## src/rtl/sm83_bus_fabric.sv

```systemverilog
// Table-driven CPU memory fabric: decodes accesses into address windows, inserts
// per-window wait states, blocks read-only writes and records access faults.
module sm83_bus_fabric #(
  parameter int                            NUM_REGIONS  = 4,
  parameter int                            ADDR_W       = 16,
  parameter int                            DATA_W       = 8,
  parameter logic [NUM_REGIONS*ADDR_W-1:0] REGION_BASE  = {16'hC000, 16'hA000, 16'h8000, 16'h0000},
  parameter logic [NUM_REGIONS*ADDR_W-1:0] REGION_LIMIT = {16'hDFFF, 16'hBFFF, 16'h9FFF, 16'h7FFF},
  parameter logic [NUM_REGIONS-1:0]        REGION_RO    = 4'b0001,
  parameter logic [NUM_REGIONS*4-1:0]      REGION_WAIT  = {4'd0, 4'd2, 4'd1, 4'd0},
  parameter logic [DATA_W-1:0]             OPEN_BUS     = 8'hFF
) (
  input  logic                            clk,
  input  logic                            rst_n,
  input  logic                            cpu_req,
  input  logic                            cpu_we,
  input  logic [ADDR_W-1:0]               cpu_addr,
  input  logic [DATA_W-1:0]               cpu_wdata,
  output logic                            cpu_ready,
  output logic [DATA_W-1:0]               cpu_rdata,
  output logic [NUM_REGIONS-1:0]          mem_sel,
  output logic [ADDR_W-1:0]               mem_addr,
  output logic [DATA_W-1:0]               mem_wdata,
  output logic [NUM_REGIONS-1:0]          mem_wen,
  input  logic [NUM_REGIONS*DATA_W-1:0]   mem_rdata,
  output logic                            fault,
  output logic [ADDR_W-1:0]               fault_addr,
  input  logic                            fault_clr,
  output logic [7:0]                      ro_wr_count
);

  localparam int IDX_W = (NUM_REGIONS > 1) ? $clog2(NUM_REGIONS) : 1;

  typedef enum logic [1:0] {
    ST_IDLE = 2'd0,
    ST_WAIT = 2'd1,
    ST_RESP = 2'd2
  } state_t;

  function automatic logic [ADDR_W-1:0] f_base(input logic [IDX_W-1:0] idx);
    return REGION_BASE[idx*ADDR_W +: ADDR_W];
  endfunction

  function automatic logic [ADDR_W-1:0] f_limit(input logic [IDX_W-1:0] idx);
    return REGION_LIMIT[idx*ADDR_W +: ADDR_W];
  endfunction

  function automatic logic [3:0] f_wait(input logic [IDX_W-1:0] idx);
    return REGION_WAIT[idx*4 +: 4];
  endfunction

  function automatic logic [NUM_REGIONS-1:0] f_onehot(input logic [IDX_W-1:0] idx);
    logic [NUM_REGIONS-1:0] v;
    v      = '0;
    v[idx] = 1'b1;
    return v;
  endfunction

  // Returns {hit, index}; scanning from the top down lets the lowest index win on overlap.
  function automatic logic [IDX_W:0] f_decode(input logic [ADDR_W-1:0] a);
    logic             hit;
    logic [IDX_W-1:0] idx;
    hit = 1'b0;
    idx = '0;
    for (int r = NUM_REGIONS - 1; r >= 0; r--) begin
      if ((a >= f_base(IDX_W'(r))) && (a <= f_limit(IDX_W'(r)))) begin
        hit = 1'b1;
        idx = IDX_W'(r);
      end
    end
    return {hit, idx};
  endfunction

  logic [IDX_W:0]         w_dec;
  logic                   w_hit;
  logic [IDX_W-1:0]       w_idx;
  logic                   w_ro;
  logic [3:0]             w_wait;
  logic [ADDR_W-1:0]      w_off;
  logic [DATA_W-1:0]      w_rdata;

  assign w_dec  = f_decode(cpu_addr);
  assign w_hit  = w_dec[IDX_W];
  assign w_idx  = w_dec[IDX_W-1:0];
  assign w_ro   = REGION_RO[w_idx];
  assign w_wait = w_hit ? f_wait(w_idx) : 4'd0;
  assign w_off  = w_hit ? (cpu_addr - f_base(w_idx)) : {ADDR_W{1'b0}};

  state_t                 r_state;
  logic [3:0]             r_cnt;
  logic                   r_we;
  logic                   r_hit;
  logic [IDX_W-1:0]       r_idx;
  logic [ADDR_W-1:0]      r_addr;
  logic                   r_wr_ok;
  logic                   r_fault_ev;
  logic                   r_ro_ev;
  logic                   r_ready;
  logic [NUM_REGIONS-1:0] r_mem_sel;
  logic [ADDR_W-1:0]      r_mem_addr;
  logic [DATA_W-1:0]      r_mem_wdata;
  logic [NUM_REGIONS-1:0] r_mem_wen;
  logic                   r_fault;
  logic [ADDR_W-1:0]      r_fault_addr;
  logic [7:0]             r_ro_cnt;

  // Access sequencer plus fault and read-only-write bookkeeping.
  always_ff @(posedge clk) begin
    if (!rst_n) begin
      r_state      <= ST_IDLE;
      r_cnt        <= 4'd0;
      r_we         <= 1'b0;
      r_hit        <= 1'b0;
      r_idx        <= '0;
      r_addr       <= '0;
      r_wr_ok      <= 1'b0;
      r_fault_ev   <= 1'b0;
      r_ro_ev      <= 1'b0;
      r_ready      <= 1'b0;
      r_mem_sel    <= '0;
      r_mem_addr   <= '0;
      r_mem_wdata  <= '0;
      r_mem_wen    <= '0;
      r_fault      <= 1'b0;
      r_fault_addr <= '0;
      r_ro_cnt     <= 8'd0;
    end else begin
      r_ready   <= 1'b0;
      r_mem_wen <= '0;
      case (r_state)
        ST_IDLE: begin
          if (cpu_req) begin
            r_we        <= cpu_we;
            r_hit       <= w_hit;
            r_idx       <= w_idx;
            r_addr      <= cpu_addr;
            r_cnt       <= w_wait;
            r_wr_ok     <= cpu_we & w_hit & ~w_ro;
            r_fault_ev  <= ~w_hit | (cpu_we & w_ro);
            r_ro_ev     <= cpu_we & w_hit & w_ro;
            r_mem_sel   <= w_hit ? f_onehot(w_idx) : {NUM_REGIONS{1'b0}};
            r_mem_addr  <= w_off;
            r_mem_wdata <= cpu_wdata;
            // With no wait states the only WAIT cycle is the strobe cycle.
            if ((w_wait == 4'd0) && cpu_we && w_hit && !w_ro) begin
              r_mem_wen <= f_onehot(w_idx);
            end
            r_state <= ST_WAIT;
          end
        end
        ST_WAIT: begin
          if (r_cnt != 4'd0) begin
            r_cnt <= r_cnt - 4'd1;
            // Write strobe lands in the last WAIT cycle, once wait states have elapsed.
            if ((r_cnt == 4'd1) && r_wr_ok) begin
              r_mem_wen <= r_mem_sel;
            end
          end else begin
            r_ready <= 1'b1;
            r_state <= ST_RESP;
          end
        end
        ST_RESP: begin
          r_mem_sel   <= '0;
          r_mem_addr  <= '0;
          r_mem_wdata <= '0;
          if (r_ro_ev && (r_ro_cnt != 8'hFF)) begin
            r_ro_cnt <= r_ro_cnt + 8'd1;
          end
          r_state <= ST_IDLE;
        end
        default: begin
          r_state <= ST_IDLE;
        end
      endcase

      // A clear in the same cycle as a new fault wins and the new event is dropped.
      if (fault_clr) begin
        r_fault      <= 1'b0;
        r_fault_addr <= '0;
      end else if ((r_state == ST_RESP) && r_fault_ev && !r_fault) begin
        r_fault      <= 1'b1;
        r_fault_addr <= r_addr;
      end
    end
  end

  // Read data follows the 1-cycle synchronous memory, so it is steered during the response cycle.
  always_comb begin
    w_rdata = '0;
    if (r_ready) begin
      if (r_we) begin
        w_rdata = '0;
      end else if (r_hit) begin
        w_rdata = mem_rdata[r_idx*DATA_W +: DATA_W];
      end else begin
        w_rdata = OPEN_BUS;
      end
    end else begin
      w_rdata = '0;
    end
  end

  assign cpu_ready   = r_ready;
  assign cpu_rdata   = w_rdata;
  assign mem_sel     = r_mem_sel;
  assign mem_addr    = r_mem_addr;
  assign mem_wdata   = r_mem_wdata;
  assign mem_wen     = r_mem_wen;
  assign fault       = r_fault;
  assign fault_addr  = r_fault_addr;
  assign ro_wr_count = r_ro_cnt;

endmodule

```

## config.mk

```make
export PLATFORM = sky130hd
export DESIGN_NAME = sm83_bus_fabric
export DESIGN_NICKNAME = d
export VERILOG_FILES = /design/src/rtl/sm83_bus_fabric.sv
export SDC_FILE = /design/constraint.sdc
export NUM_CORES = 1
export LEC_CHECK = 0
export BUFFER_PORTS_ARGS = -buffer_cell sky130_fd_sc_hd__buf_2
export CAP_MARGIN = 20
export CORE_ASPECT_RATIO = 0.6
export CORE_UTILIZATION = 53
export CTS_CLUSTER_SIZE = 40
export DETAILED_ROUTE_END_ITERATION = 6
export PLACE_DENSITY = 0.84
export SLEW_MARGIN = 5
export SYNTH_ARGS = -nofsm -noshare
export SYNTH_HDL_FRONTEND = slang
export SYNTH_SLANG_ARGS = --single-unit
```

## constraint.sdc

```tcl
create_clock -name clk -period 3.76 [get_ports clk]
set_clock_uncertainty 0.1 [all_clocks]
set_input_delay 0.564 -clock clk [delete_from_list [all_inputs] [get_ports clk]]
set_output_delay 0.564 -clock clk [all_outputs]
set_load 0.05 [all_outputs]
```

==> results of run 1 <==
[critical path: cells and delay by family, from the launching register on]
kind	cells	cell delay [ps]
buffers and inverters	2	300
muxes	1	570
DFF	1	670
AOI/OAI and AO/OA	1	70
[layout by cell type (no fill, tap or decap), types with 2 or more instances in the layout]
cell type and count:
a31oi_1 3, nand3_1 7, nor2_1 22, a32o_1 2, nor3_1 8, dfxtp_1 87, mux2i_1 2, xnor2_1 3
o31ai_1 2, and3_1 3, and3b_1 2, nor3b_1 2, nand2b_1 6, clkbuf_8 10, nand3b_1 3, or3_1 4
clkinvlp_4 3, a21oi_1 52, o21ai_0 6, a211oi_1 3, buf_2 126, a22o_1 21, inv_1 17, mux4_2 8
nand2_1 78, ha_1 5
[synth_stat cells (2+ instances only)]
cell / instances
dfxtp_1: 87
nand2_1: 78
a21oi_1: 52
nor2_1: 22
a22o_1: 21
inv_1: 17
clkbuf_1: 14
mux4_2: 8
nor3_1: 8
nand3_1: 7
buf_2: 6
nand2b_1: 6
o21ai_0: 6
ha_1: 5
or3_1: 4
a211oi_1: 3
a31oi_1: 3
and3_1: 3
nand3b_1: 3
xnor2_1: 3
a32o_1: 2
and3b_1: 2
buf_1: 2
mux2i_1: 2
nor3b_1: 2
o31ai_1: 2
[state kept, by name (all words and copies together) (netlist names)]
name and cells:
fault_addr 16, mem_addr 16, r_addr 16, mem_wdata 8
ro_wr_count 8, mem_sel 4, mem_wen 4, r_cnt 4
r_idx 2, r_state 2, cpu_ready 1, fault 1
r_fault_ev 1, r_hit 1, r_ro_ev 1, r_we 1
r_wr_ok 1
[logic make-up after synthesis]
kind of cell,count (synthesis),share of synthesized area
AOI/OAI and AO/OA,95,0.169
xor gates and xnor gates,4,0.00992
adders and majority gates,5,0.0177
buffers and inverters,42,0.0492
DFF,87,0.493
muxes,11,0.0599
and+or+nand+nor,148,0.202
[worst max path at each step]
stage	from	end	slack, ps	cells past startpoint
after detailed placement	cpu_req	r_cnt[0]	1240	4
after floorplan	cpu_ready	cpu_rdata[0]	1440	3
after global routing	r_idx[0]	cpu_rdata[1]	1020	4
final	r_idx[0]	cpu_rdata[4]	1130	4
after global placement	cpu_req	mem_sel[1]	1350	4
after CTS	r_idx[0]	cpu_rdata[4]	1110	4
[per-stage QoR]
stage	hold slack (ps)	cells	worst slack [ps]	util	power (W)
final	302	596	1130	0.698	0.00217
after floorplan	328	392	1440	-	0.00145
after global routing	301	596	1020	0.698	0.00227
after global placement	334	579	1350	0.664	0.00156
after detailed placement	345	579	1240	0.664	0.00158
after CTS	290	595	1110	0.693	0.00218
[layer usage]
metal,up-vias,wire length [um]
li1,1589,-
met1,1536,4260
met2,147,4300
met3,19,708
met4,0,151
met5,-,0
[report_power, final]
group / internal, W / switching, W
clock: 0.000260 / 0.000343
sequential: 0.000992 / 0.0000636
combinational: 0.000173 / 0.000343
total: 0.00142 / 0.000749
[layout make-up]
| type | count | area [um2] | area share |
|---|---|---|---|
| Sequential cell | 87 | 1740 | 0.398 |
| Multi-Input combinational cell | 263 | 1620 | 0.369 |
| Timing Repair Buffer | 128 | 666 | 0.152 |
| Clock buffer | 10 | 138 | 0.0314 |
| Tap cell | 84 | 105 | 0.0240 |
| Inverter | 18 | 67.6 | 0.0154 |
| Clock inverter | 6 | 45.0 | 0.0103 |
==> impl_metrics.ini, run 1 <==
[synth]
ys_seq_area_frac = 0.493
ys_ff_latch = 87
synth_area_leaders = dfxtp_1 (49%), nand2_1 (8.3%), a21oi_1 (7.4%), a22o_1 (5.2%), mux4_2 (5.1%)
netlist_area_um2 = 3530
syn_avg_cell_area_um2 = 9.01
synth_top_area_share = 0.493
synthesis.nets = 458
yosysTopAreaCell = dfxtp_1
synth_edf_count = 0
ys_types = 50
ys.flop_type = dfxtp_1
yosysWarnings = 0
synthArstFlopShare = 0
synth_cells = 392

[route]
wl_mm = 9.42
drc = 0
ant_nets = 0
num_vias = 3291
drt_iter0_drc = 160
via_per_inst = 5.52
dr.pass1.iters = 5
post_drt_wl_per_cell_um = 15.8

[sta]
max_slew_margin = 0.273
rsz0062_at_grt = no
setup_violations = 0
fin_crit_ps = 2630
worst_pin_slew_ps = 1090
slew_violations = 0
setup_tns_ps = 0
fin_crit_sh = 0.699
fmax_mhz = 380
hold_violations = 0

[power_and_ir_drop]
power.leakage_nw = 1.97
vdd.ir_drop.worst_mv = 0.222
powerDensity_nw_per_um2 = 496

[final_layout]
area_growth_pct = 24.0
drive_gt1_frac = 0.309
fillers = 506
finalNetCount = 573
n_antenna_cell = 0
final_area_um2 = 4380

[critical_path]
startpoint_type = flop
rr_worst_depth = 3
crit_path_end_kind = primary output
arrival_ps = 1970
worstReg2RegStart = r_state[1]
crit_chain = mux4_2, inv_1, a21oi_1, buf_2
crit_path_max_incr_delay_ps = 670
cp.required_ps = 3100
crit_fanout = 9
slowest_stage = dfxtp_1
r2r-end = r_cnt[0]
r2r_setup_slack_ps = 1450
criticalPathCategory = reg2out

[global_route]
grt_max_degree = 37
grt_pass1_vias = 3031
grtUsageMet2 = 0.457
grt_util_all_layers = 0.278
grt_pass1_wl_mm = 14.7
grt_busiest_layer = met2
antenna_found_initial = 0
grt_overflow = 0
grtUsageMet1 = 0.348
met3_usage = 0.0863

[clock_tree]
cts.htree.levels = 3
cts_tree = yes
max-clock-path-buffers = 2
cts_buffers = 9
cts.clk_slew.worst_paths_ps = 90
cts_sinks = 87
clock_latency_ps = 370
ctsHoldBuffers = 0
root_buffer = clkbuf_8
post-cts-setup-buffers = 0
post_cts_resized = 0

[worst_hold_path]
min_path_type = in2reg
min_path_cells = 2
min_to = mem_wdata[6]
holdCritStartpoint = cpu_wdata[6]

[floorplanning]
die_area_um2 = 7010
die_h_um = 65.2
initial_utilization = 0.563
die_x_um = 107
fp.coreArea_um2 = 6280
num_rows = 22
ioPinCount = 127

[place]
detailed_place_hpwl_mm = 6.77
place_area_um2 = 4170
gp_congestion = 0.944
io_buffers = 126

[status]
status = complete, no violations

[run]
cap_violations = 0
Power figures use the tool's default switching activity.
==> inputs of run 2 (changes only) <==
--- a/config.mk
+++ b/config.mk
@@ -8,10 +8,10 @@
 export BUFFER_PORTS_ARGS = -buffer_cell sky130_fd_sc_hd__buf_2
 export CAP_MARGIN = 20
 export CORE_ASPECT_RATIO = 0.6
-export CORE_UTILIZATION = 53
+export CORE_UTILIZATION = 49
 export CTS_CLUSTER_SIZE = 40
 export DETAILED_ROUTE_END_ITERATION = 6
-export PLACE_DENSITY = 0.84
+export PLACE_DENSITY = 0.78
 export SLEW_MARGIN = 5
 export SYNTH_ARGS = -nofsm -noshare
 export SYNTH_HDL_FRONTEND = slang
==> constraint.sdc (replaced) <==
create_clock -name clk -period 2.6 [get_ports clk]
set_clock_uncertainty 0.1 [all_clocks]
set_input_delay 0.39 -clock clk [delete_from_list [all_inputs] [get_ports clk]]
set_output_delay 0.39 -clock clk [all_outputs]
set_load 0.05 [all_outputs]
==> run 2 against run 1 <==
Net effect: the run now ends with DRC left; via count fell by 1.3%; die area rose by 8.0%; utilization fell by 4.0 points; sequential cell count did not move; cell count rose by 1.0%; total power rose by 61%; cell area rose by 2.5%; combinational power rose by 44%; critical path type unchanged; largest power group unchanged.
==> impl_metrics.ini, run 2 (same netlist as run 1, synthesis figures left out) <==
[floorplanning]
die_x_um = 112
fp.coreArea_um2 = 6820
initial_utilization = 0.518
die_h_um = 67.8
ioPinCount = 127
num_rows = 23
die_area_um2 = 7560

[power_and_ir_drop]
power.leakage_nw = 2.04
p_total_w = 0.00351
vdd.ir_drop.worst_mv = 0.339
powerDensity_nw_per_um2 = 782

[global_route]
antenna_found_initial = 0
grt_pass1_vias = 3051
grt_pass1_wl_mm = 14.7
grt_max_degree = 26
grt_util_all_layers = 0.253
grt_overflow = 0

[place]
detailed_place_hpwl_mm = 6.49
gp_congestion = 0.889
io_buffers = 126
place_area_um2 = 4200
dp_slack_ps = 528

[clock_tree]
cts_sinks = 87
root_buffer = clkbuf_16
cts_buffers = 9
post-cts-setup-buffers = 0
cts.htree.levels = 3
max-clock-path-buffers = 2
clock_latency_ps = 340
cts.clk_slew.worst_paths_ps = 60
post_cts_resized = 0
ctsHoldBuffers = 0
cts_tree = yes

[critical_path]
cp.required_ps = 2110
crit_fanout = 9
startpoint_type = flop
arrival_ps = 1910
crit_path_end_kind = primary output
criticalPathCategory = reg2out

[route]
post_drt_wl_per_cell_um = 15.0
ant_nets = 0
via_per_inst = 5.40
wl_mm = 9.06
dr.pass1.iters = 6
num_vias = 3248
drt_iter0_drc = 230
drc = 12

[sta]
fmax_mhz = 416
postLayoutSetupSlackWorst_ps = 196
setup_tns_ps = 0
setup_violations = 0
max_slew_margin = 0.297
hold_violations = 0
fin_crit_ps = 2400
slew_violations = 0
rsz0062_at_grt = no
fin_crit_sh = 0.925
worst_pin_slew_ps = 1050

[final_layout]
post-route-util = 0.658
finalNetCount = 576
layout_common_cells = buf_2 (126), dfxtp_1 (87), nand2_1 (78)
final_area_um2 = 4490
final_common_cell = buf_2
area_growth_pct = 27.1
n_antenna_cell = 0
drive_gt1_frac = 0.313

[run]
cap_violations = 0

[status]
violations = DRC
status = finished with violations

[worst_hold_path]
min_path_type = in2reg
-- run 2: changes by cell type in the layout (fill, tap and decap cells not counted), sizes merged --
cell	previous run	this run
inv	18	23
clkbuf	10	9
buf	128	131
clkinvlp	3	0
clkinv	3	2
-- run 2: final timing paths --
| kind | from | end | slack [ps] | cells past startpoint |
|---|---|---|---|---|
| setup / recovery | r_idx[0] | cpu_rdata[1] | 200 | 4 |
| setup reg to reg | r_state[0] | mem_addr[15] | 600 | 4 |
| hold / removal | cpu_wdata[2] | mem_wdata[2] | 160 | 2 |
| hold reg to reg | r_addr[1] | fault_addr[1] | 350 | 2 |
-- run 2: power by group --
group / leakage (nW) / internal [W] / switching (W) / total [W]
clock: 0.144 / 0.000670 / 0.000573 / 0.00124
combinational: 1.19 / 0.000251 / 0.000493 / 0.000744
sequential: 0.709 / 0.00144 / 0.0000882 / 0.00152
total: 2.04 / 0.00236 / 0.00115 / 0.00351
-- run 2: stage by stage --
step           hold WS, ps  cells
6_report               164    602
5_1_grt                161    602
4_1_cts                154    602
3_5_place_dp           339    586
3_3_place_gp           339    586
2_1_floorplan          328    392
-- run 2: worst max-delay path, cell delays in order (launching register included) --
cell and delay (ps):
dfxtp_1 650, mux4_2 570, inv_1 70, a21oi_1 70, buf_2 230
-- run 2: final cells by class --
type,count,area [um2]
Fill cell,577,2330
Sequential cell,87,1740
Multi-Input combinational cell,263,1620
Timing Repair Buffer,131,668
Clock buffer,9,225
Tap cell,87,109
Inverter,18,67.6
Clock inverter,7,60.1
-- run 2: layer usage --
metal / vias up / track usage / wire, um
met5: - / 0 / 0
met4: 0 / 0.0439 / 30
met3: 5 / 0.0790 / 753
met2: 123 / 0.398 / 3810
met1: 1521 / 0.347 / 4460
li1: 1599 / - / -
